[config.mk]
export PLATFORM = sky130hd
export DESIGN_NAME = mem_bus_arbiter
export DESIGN_NICKNAME = d
export VERILOG_FILES = /design/src/rtl/mem_bus_arbiter.sv
export SDC_FILE = /design/constraint.sdc
export NUM_CORES = 1
export LEC_CHECK = 0
export CAP_MARGIN = 10
export CORE_MARGIN = 5
export CORE_UTILIZATION = 37
export CTS_BUF_LIST = sky130_fd_sc_hd__clkbuf_16
export DETAILED_ROUTE_END_ITERATION = 16
export PLACE_DENSITY_LB_ADDON = 0.2
export SLEW_MARGIN = 20
export SYNTH_ARGS = -nofsm -noshare
export SYNTH_HDL_FRONTEND = slang
export SYNTH_SLANG_ARGS = --single-unit
[constraint.sdc]
create_clock -name clk -period 1.49 [get_ports clk]
set_input_delay 0.298 -clock clk [delete_from_list [all_inputs] [get_ports clk]]
set_output_delay 0.298 -clock clk [all_outputs]
set_load 0.01 [all_outputs]
[src/rtl/mem_bus_arbiter.sv]
// Shares one memory bus between the instruction-fetch port and the data port, one transaction at a time.
// Data wins by default, with a starvation guard for fetches and a watchdog that aborts stuck bus cycles.
module mem_bus_arbiter #(
  parameter int unsigned STARVE_LIMIT   = 4,
  parameter int unsigned TIMEOUT_CYCLES = 255
) (
  input  logic        clk,
  input  logic        rst,
  input  logic        pc_ram_ce_i,
  input  logic [31:0] pc_ram_addr_i,
  output logic [31:0] pc_ram_data_o,
  output logic        pc_ram_ready_o,
  input  logic        ram_ce_i,
  input  logic        ram_we_i,
  input  logic [3:0]  ram_sel_i,
  input  logic [31:0] ram_addr_i,
  input  logic [31:0] ram_data_i,
  output logic [31:0] ram_data_o,
  output logic        ram_ready_o,
  output logic        bus_ce_o,
  output logic        bus_we_o,
  output logic [3:0]  bus_sel_o,
  output logic [31:0] bus_addr_o,
  output logic [31:0] bus_data_o,
  input  logic [31:0] bus_data_i,
  input  logic        bus_ready_i,
  output logic        bus_err_o,
  output logic [1:0]  grant_o
);
  typedef enum logic [1:0] {S_IDLE, S_BUSY, S_RESP} state_t;

  localparam logic [3:0] STARVE_MAX = 4'(STARVE_LIMIT);
  localparam logic [7:0] TMO_LAST   = 8'(TIMEOUT_CYCLES - 1);

  state_t      state_q;
  logic [3:0]  starve_q;
  logic [7:0]  tmo_q;
  logic        owner_data_q;
  logic        take_data;
  logic        owner_ce;
  logic [31:0] rdata;

  assign take_data = ram_ce_i && (!pc_ram_ce_i || (starve_q < STARVE_MAX));
  assign owner_ce  = owner_data_q ? ram_ce_i : pc_ram_ce_i;
  // Writes and aborted cycles return zero rather than whatever the bus drives.
  assign rdata     = (bus_ready_i && !bus_we_o) ? bus_data_i : 32'h0;

  always_ff @(posedge clk) begin
    if (rst) begin
      state_q        <= S_IDLE;
      starve_q       <= 4'd0;
      tmo_q          <= 8'd0;
      owner_data_q   <= 1'b0;
      pc_ram_data_o  <= 32'h0;
      pc_ram_ready_o <= 1'b0;
      ram_data_o     <= 32'h0;
      ram_ready_o    <= 1'b0;
      bus_ce_o       <= 1'b0;
      bus_we_o       <= 1'b0;
      bus_sel_o      <= 4'h0;
      bus_addr_o     <= 32'h0;
      bus_data_o     <= 32'h0;
      bus_err_o      <= 1'b0;
      grant_o        <= 2'b00;
    end else begin
      pc_ram_ready_o <= 1'b0;
      ram_ready_o    <= 1'b0;
      bus_err_o      <= 1'b0;
      case (state_q)
        S_IDLE: begin
          if (take_data) begin
            state_q      <= S_BUSY;
            owner_data_q <= 1'b1;
            grant_o      <= 2'b10;
            bus_ce_o     <= 1'b1;
            bus_we_o     <= ram_we_i;
            bus_sel_o    <= ram_sel_i;
            bus_addr_o   <= ram_addr_i;
            bus_data_o   <= ram_data_i;
            tmo_q        <= 8'd0;
            starve_q     <= pc_ram_ce_i ? starve_q + 4'd1 : 4'd0;
          end else if (pc_ram_ce_i) begin
            state_q      <= S_BUSY;
            owner_data_q <= 1'b0;
            grant_o      <= 2'b01;
            bus_ce_o     <= 1'b1;
            bus_we_o     <= 1'b0;
            bus_sel_o    <= 4'hF;
            bus_addr_o   <= pc_ram_addr_i;
            bus_data_o   <= 32'h0;
            tmo_q        <= 8'd0;
            starve_q     <= 4'd0;
          end
        end
        S_BUSY: begin
          if (bus_ready_i || (tmo_q == TMO_LAST)) begin
            state_q   <= S_RESP;
            bus_ce_o  <= 1'b0;
            bus_err_o <= !bus_ready_i;
            // A requester that withdrew its request (flush) gets no completion pulse.
            if (owner_ce) begin
              if (owner_data_q) begin
                ram_ready_o <= 1'b1;
                ram_data_o  <= rdata;
              end else begin
                pc_ram_ready_o <= 1'b1;
                pc_ram_data_o  <= rdata;
              end
            end
          end else begin
            tmo_q <= tmo_q + 8'd1;
          end
        end
        S_RESP: begin
          state_q <= S_IDLE;
          grant_o <= 2'b00;
        end
        default: state_q <= S_IDLE;
      endcase
    end
  end
endmodule

# Word-level counts from Yosys, hierarchy flattened
# Index checks and enable logic that the tools add are counted.
# op_classes
addsub	2
n_lt_le_gt_ge	1
eq_ne	6
mux	30
n_bitwise	4
n_reduce_logical	20
# ops
operator	n
$mux W32	5
$mux W8	3
$mux W4	5
$pmux W8 S2	1
$mux W1	9
$add A8 B1 Y8 const B	1
$eq A8 B8 Y1 const B	1
$mux W2	4
$pmux W2 S2	2
$reduce_and A4 Y1	2
$reduce_and A2 Y1	3
$reduce_and A3 Y1	2
$reduce_bool A2 Y1	3
$add A4 B1 Y4 const B	1
$lt A4 B3 Y1 const B	1
$ne A2 B2 Y1 const B	2
$not A1 Y1	4
$reduce_or A4 Y1	1
$logic_not A1 Y1	3
$ne A3 B3 Y1 const B	1
$reduce_or A3 Y1	1
$eq A2 B1 Y1 const B	1
$eq A2 B2 Y1 const B	1
$logic_and A1 B1 Y1	2
other kinds (3)	4
# totals
regBits	154
inputBits	138
output_inout_bits	139
word_cells	78

# Depth between registers and ports, before layout
# depth
ltp_word	5
mapped_depth	8
mapped_depth_nobuf	7

# Worst setup path before layout
# Ideal clock, no wire load.
# synth_path
path_type	flip-flop to flip-flop
from	register tmo_q[0]
to	register pc_ram_data_o[0]
setup_time_ns	0.070
t_arrival_ns	1.510
t_required_ns	1.420
slack_ns	-0.090
stages_incl_launch_ff	9
path_buffers	2
synth_period_minus_slack_ns	1.580
cell_sequence	dfxtp_1 -> inv_1 -> ha_1 -> and3_1 -> a21oi_2 -> buf_6 -> clkbuf_1 -> o21ai_0 -> a21oi_1
# synth_via
elab_chain_len	3
# synth_rtl
element	line_no	source
start: declaration	37	logic [7:0] tmo_q;
start signal: assignment	111	tmo_q <= tmo_q + 8'd1;
$eq A8 B8 Y1	96	if (bus_ready_i || (tmo_q == TMO_LAST)) begin
$logic_or A1 B1 Y1	96	
$reduce_and A4 Y1 (no source line)	n/a	
end signal: assignment	107	pc_ram_data_o <= rdata;
end: declaration	11	output logic [31:0] pc_ram_data_o,
# No other way between the ends.
# A chain may end at the register's enable or synchronous reset.

# Final worst setup path
# layout_path
from	register tmo_q[0]
to	register pc_ram_data_o[29]
# Same word-level chain as after synthesis.

==> run summary <==
Outcome: complete, but fails checks
Violated checks: setup timing
DR pass1 iterations: 7
Final HPWL DP: 14.32 mm
IO Port Bufs: 276
Main synth FF type: dfxtp_1
Area of the multi-input gates: 2903 µm²
Initial drt markers: 410
Critical path arrival: 1.90 ns
Gr usage total: 0.2139
Pwr/cell area: 1031 nW/µm²
Reg2Reg Setup Slack: -0.07 ns
Crit share post-route: 1.045
Post-synthesis async set-or-reset flop share: 0
IO Count: 277
Total length of routed wires: 22.03 mm
Max clock buf depth: 2
CTS tree: done
Gr ovfl total: 0
Cell count after synthesis: 746
Crit start category: register
First-pass GRT wire length: 32.04 mm
Worst Path Required: 1.83 ns
Filler cell count: 1348
Maximum VDD drop: 1179 µV
Die H: 137.7 µm
Nets: 1180
CTS clk-pin slew, worst paths: 0.07 ns
Via/cell ratio: 5.230
Crit Path Category: reg2reg
Clock buffer count from CTS: 17
Finished Layout Cells: 1268
Num rows: 46
Initial antenna violation count: 0
Syn-to-layout area delta: 73.88%
Post-DRT Antenna Nets: 0
Final Core Density: 0.6581
Crit Reg-Reg Endpoint: pc_ram_data_o[29]$_SDFFE_PP0P_
Final Skew: 0.008375 ns
Tightest Hold Check Type: in2reg
Synth Cell Area: 6035 µm²
Worst Hold Depth: 2
Sequential share of the synthesized area: 0.5109
Share of layout cells above drive strength 1: 0.1625
Hold WS: 0.1960 ns
#FFs+latches synth: 154
Hold Buf Count CTS: 0
Vias: 6632
Initial core utilization: 0.3785
Final Hold Fails: 0
Synthesis Warnings: 0
Hold Crit Endpoint: starve_q[0]$_SDFFE_PP0P_
Largest net degree at the start of global routing: 55
Core area: 15940 µm²
Post-layout instance area: 10490 µm²
Vias in the first global route: 6236
Post-synth EDFFs: 0
Register cell area after layout: 3089 µm²
Worst-Skew Late Latency: 0.42 ns
Final worst path period need: 1.557 ns
N_diodes: 0
Actual slew at the worst max-slew pin: 0.3722 ns
Slew Viols, Final: 0
Distinct cells, synth: 42
Drt drc: 0
Syn_area_per_cell: 8.089 µm²
Die Width: 137.7 µm
Setup slack after placement: -0.4411 ns
P_leak: 4.383 nW
FMAX: 642.4 MHz
Syn nets: 887
Maxcap violations: 0
Wire length per cell: 17.37 µm
Crit end category: register
Slew margin rel.: 0.7518
Crit path max fanout: 8
RSZ-0062 raised after global routing: true
Root Driver: clkbuf_16
Final setup violation count: 20
Die area: 18960 µm²
Routability cong.: 0.8162
PnR worst setup slack: -0.06673 ns
# clock sinks: 154
Worst R2R Path Depth: 8
FF-to-FF Start: tmo_q[0]$_SDFFE_PP0P_
HP Start: rst
Htree depth: 4
Area after DPL: 9339 µm²
Placed cell count: 1209
==> synth_stat cells, drive strengths merged (3+ instances only) <==
cell type	instances	area, µm²
nand3	109	545.5
nand2b	3	18.77
nor2	42	157.7
a311oi	32	280.3
o211ai	3	22.52
nand2	105	394.1
and3	3	18.77
or4	3	22.52
a31oi	4	25.02
ha	3	37.54
a21oi	109	549.3
nor3	10	50.05
o21ai	67	335.3
inv	4	15.01
clkbuf	54	206.4
buf	21	110.1
dfxtp	154	3083
==> sequential cells by signal (all words and copies together), names as in the netlist <==
name,count
ram_ready_o,1
bus_ce_o,1
bus_err_o,1
bus_we_o,1
ram_data_o,32
grant_o,2
owner_data_q,1
starve_q,4
pc_ram_ready_o,1
bus_data_o,32
tmo_q,8
bus_addr_o,32
bus_sel_o,4
pc_ram_data_o,32
state_q,2
==> area by class of cell <==
| class | instances | area share |
|---|---|---|
| clock buffer | 17 | 0.04054 |
| clock inverter | 15 | 0.01586 |
| inverter | 4 | 0.001431 |
| multi-input combinational | 514 | 0.2767 |
| sequential | 154 | 0.2944 |
| tap | 216 | 0.02576 |
| timing repair buffer | 348 | 0.3453 |
==> placed cells by master, fill, tap and decap left out, drive strengths merged, types with 9 or more instances in the layout <==
cell           instances
a311oi                32
inv                    9
dlygate4sd2          138
nand3                109
a21oi                109
clkbuf                27
nor3                  10
buf                   63
nor2                  42
clkdlybuf4s50        136
nand2                105
o21ai                 67
dfxtp                154
==> kinds of logic after synthesis <==
group | after synthesis | synth area share
AND/OR/NAND/NOR | 289 | 0.2177
AO/OA/AOI/OAI | 221 | 0.2102
flip-flops | 154 | 0.5109
buffers and inverters | 79 | 0.05494
adder cells (fa/ha/maj) | 3 | 0.006221
==> through the flow <==
stage / TNS (ns) / power (mW)
detailed placement: -34.15 / 6.384
finish: -0.3190 / 10.82
floorplan: 0 / 5.241
global placement: -31.90 / 6.370
global route: -3.314 / 11.27
CTS: -0.7603 / 10.68
==> critical path, cell delays in order (launching register included) <==
cell and delay [ns]:
dfxtp_2 0.33, inv_2 0.05, ha_4 0.14, and3_4 0.19
a21oi_4 0.21, buf_12 0.16, clkbuf_16 0.17, o21ai_2 0.05
a21oi_1 0.19
==> metal layers <==
metal | wire length, µm | up-vias | GRT usage
met1 | 8561 | 3103 | 0.2522
li1 | - | 3247 | -
met5 | 0 | - | 0
met2 | 10830 | 233 | 0.3468
met3 | 1953 | 49 | 0.08692
met4 | 686 | 0 | 0.08507
==> report_power, final <==
group          leakage (nW)  internal, mW  switching [mW]
Combinational          2.84          1.09           0.989
Clock                 0.280          2.50            1.82
Sequential             1.26          4.32          0.0975
==> repair_timing <==
action	CTS	global route
endpoints found under the hold margin	0	0
setup buffers	7	7
cloned	4	12
gates resized for setup	176	100
pin swaps	35	89
endpoints found under the setup margin	214	118
==> how the worst max path moves through the flow <==
| stage | slack (ns) | depth (start not counted) | endpoint | start |
|---|---|---|---|---|
| final | -0.07 | 8 | pc_ram_data_o[29]$_SDFFE_PP0P_ | tmo_q[0]$_SDFFE_PP0P_ |
| after global routing | -0.12 | 8 | pc_ram_data_o[29]$_SDFFE_PP0P_ | tmo_q[0]$_SDFFE_PP0P_ |
| after CTS | -0.05 | 9 | ram_data_o[3]$_SDFFE_PP0P_ | tmo_q[0]$_SDFFE_PP0P_ |
| after detailed placement | -0.44 | 5 | tmo_q[4]$_SDFFE_PP0P_ | bus_ready_i |
| after global placement | -0.42 | 6 | tmo_q[0]$_SDFFE_PP0P_ | bus_ready_i |
| after floorplan | 0.006 | 8 | ram_data_o[24]$_SDFFE_PP0P_ | tmo_q[0]$_SDFFE_PP0P_ |
Power figures use the tool's default switching activity.
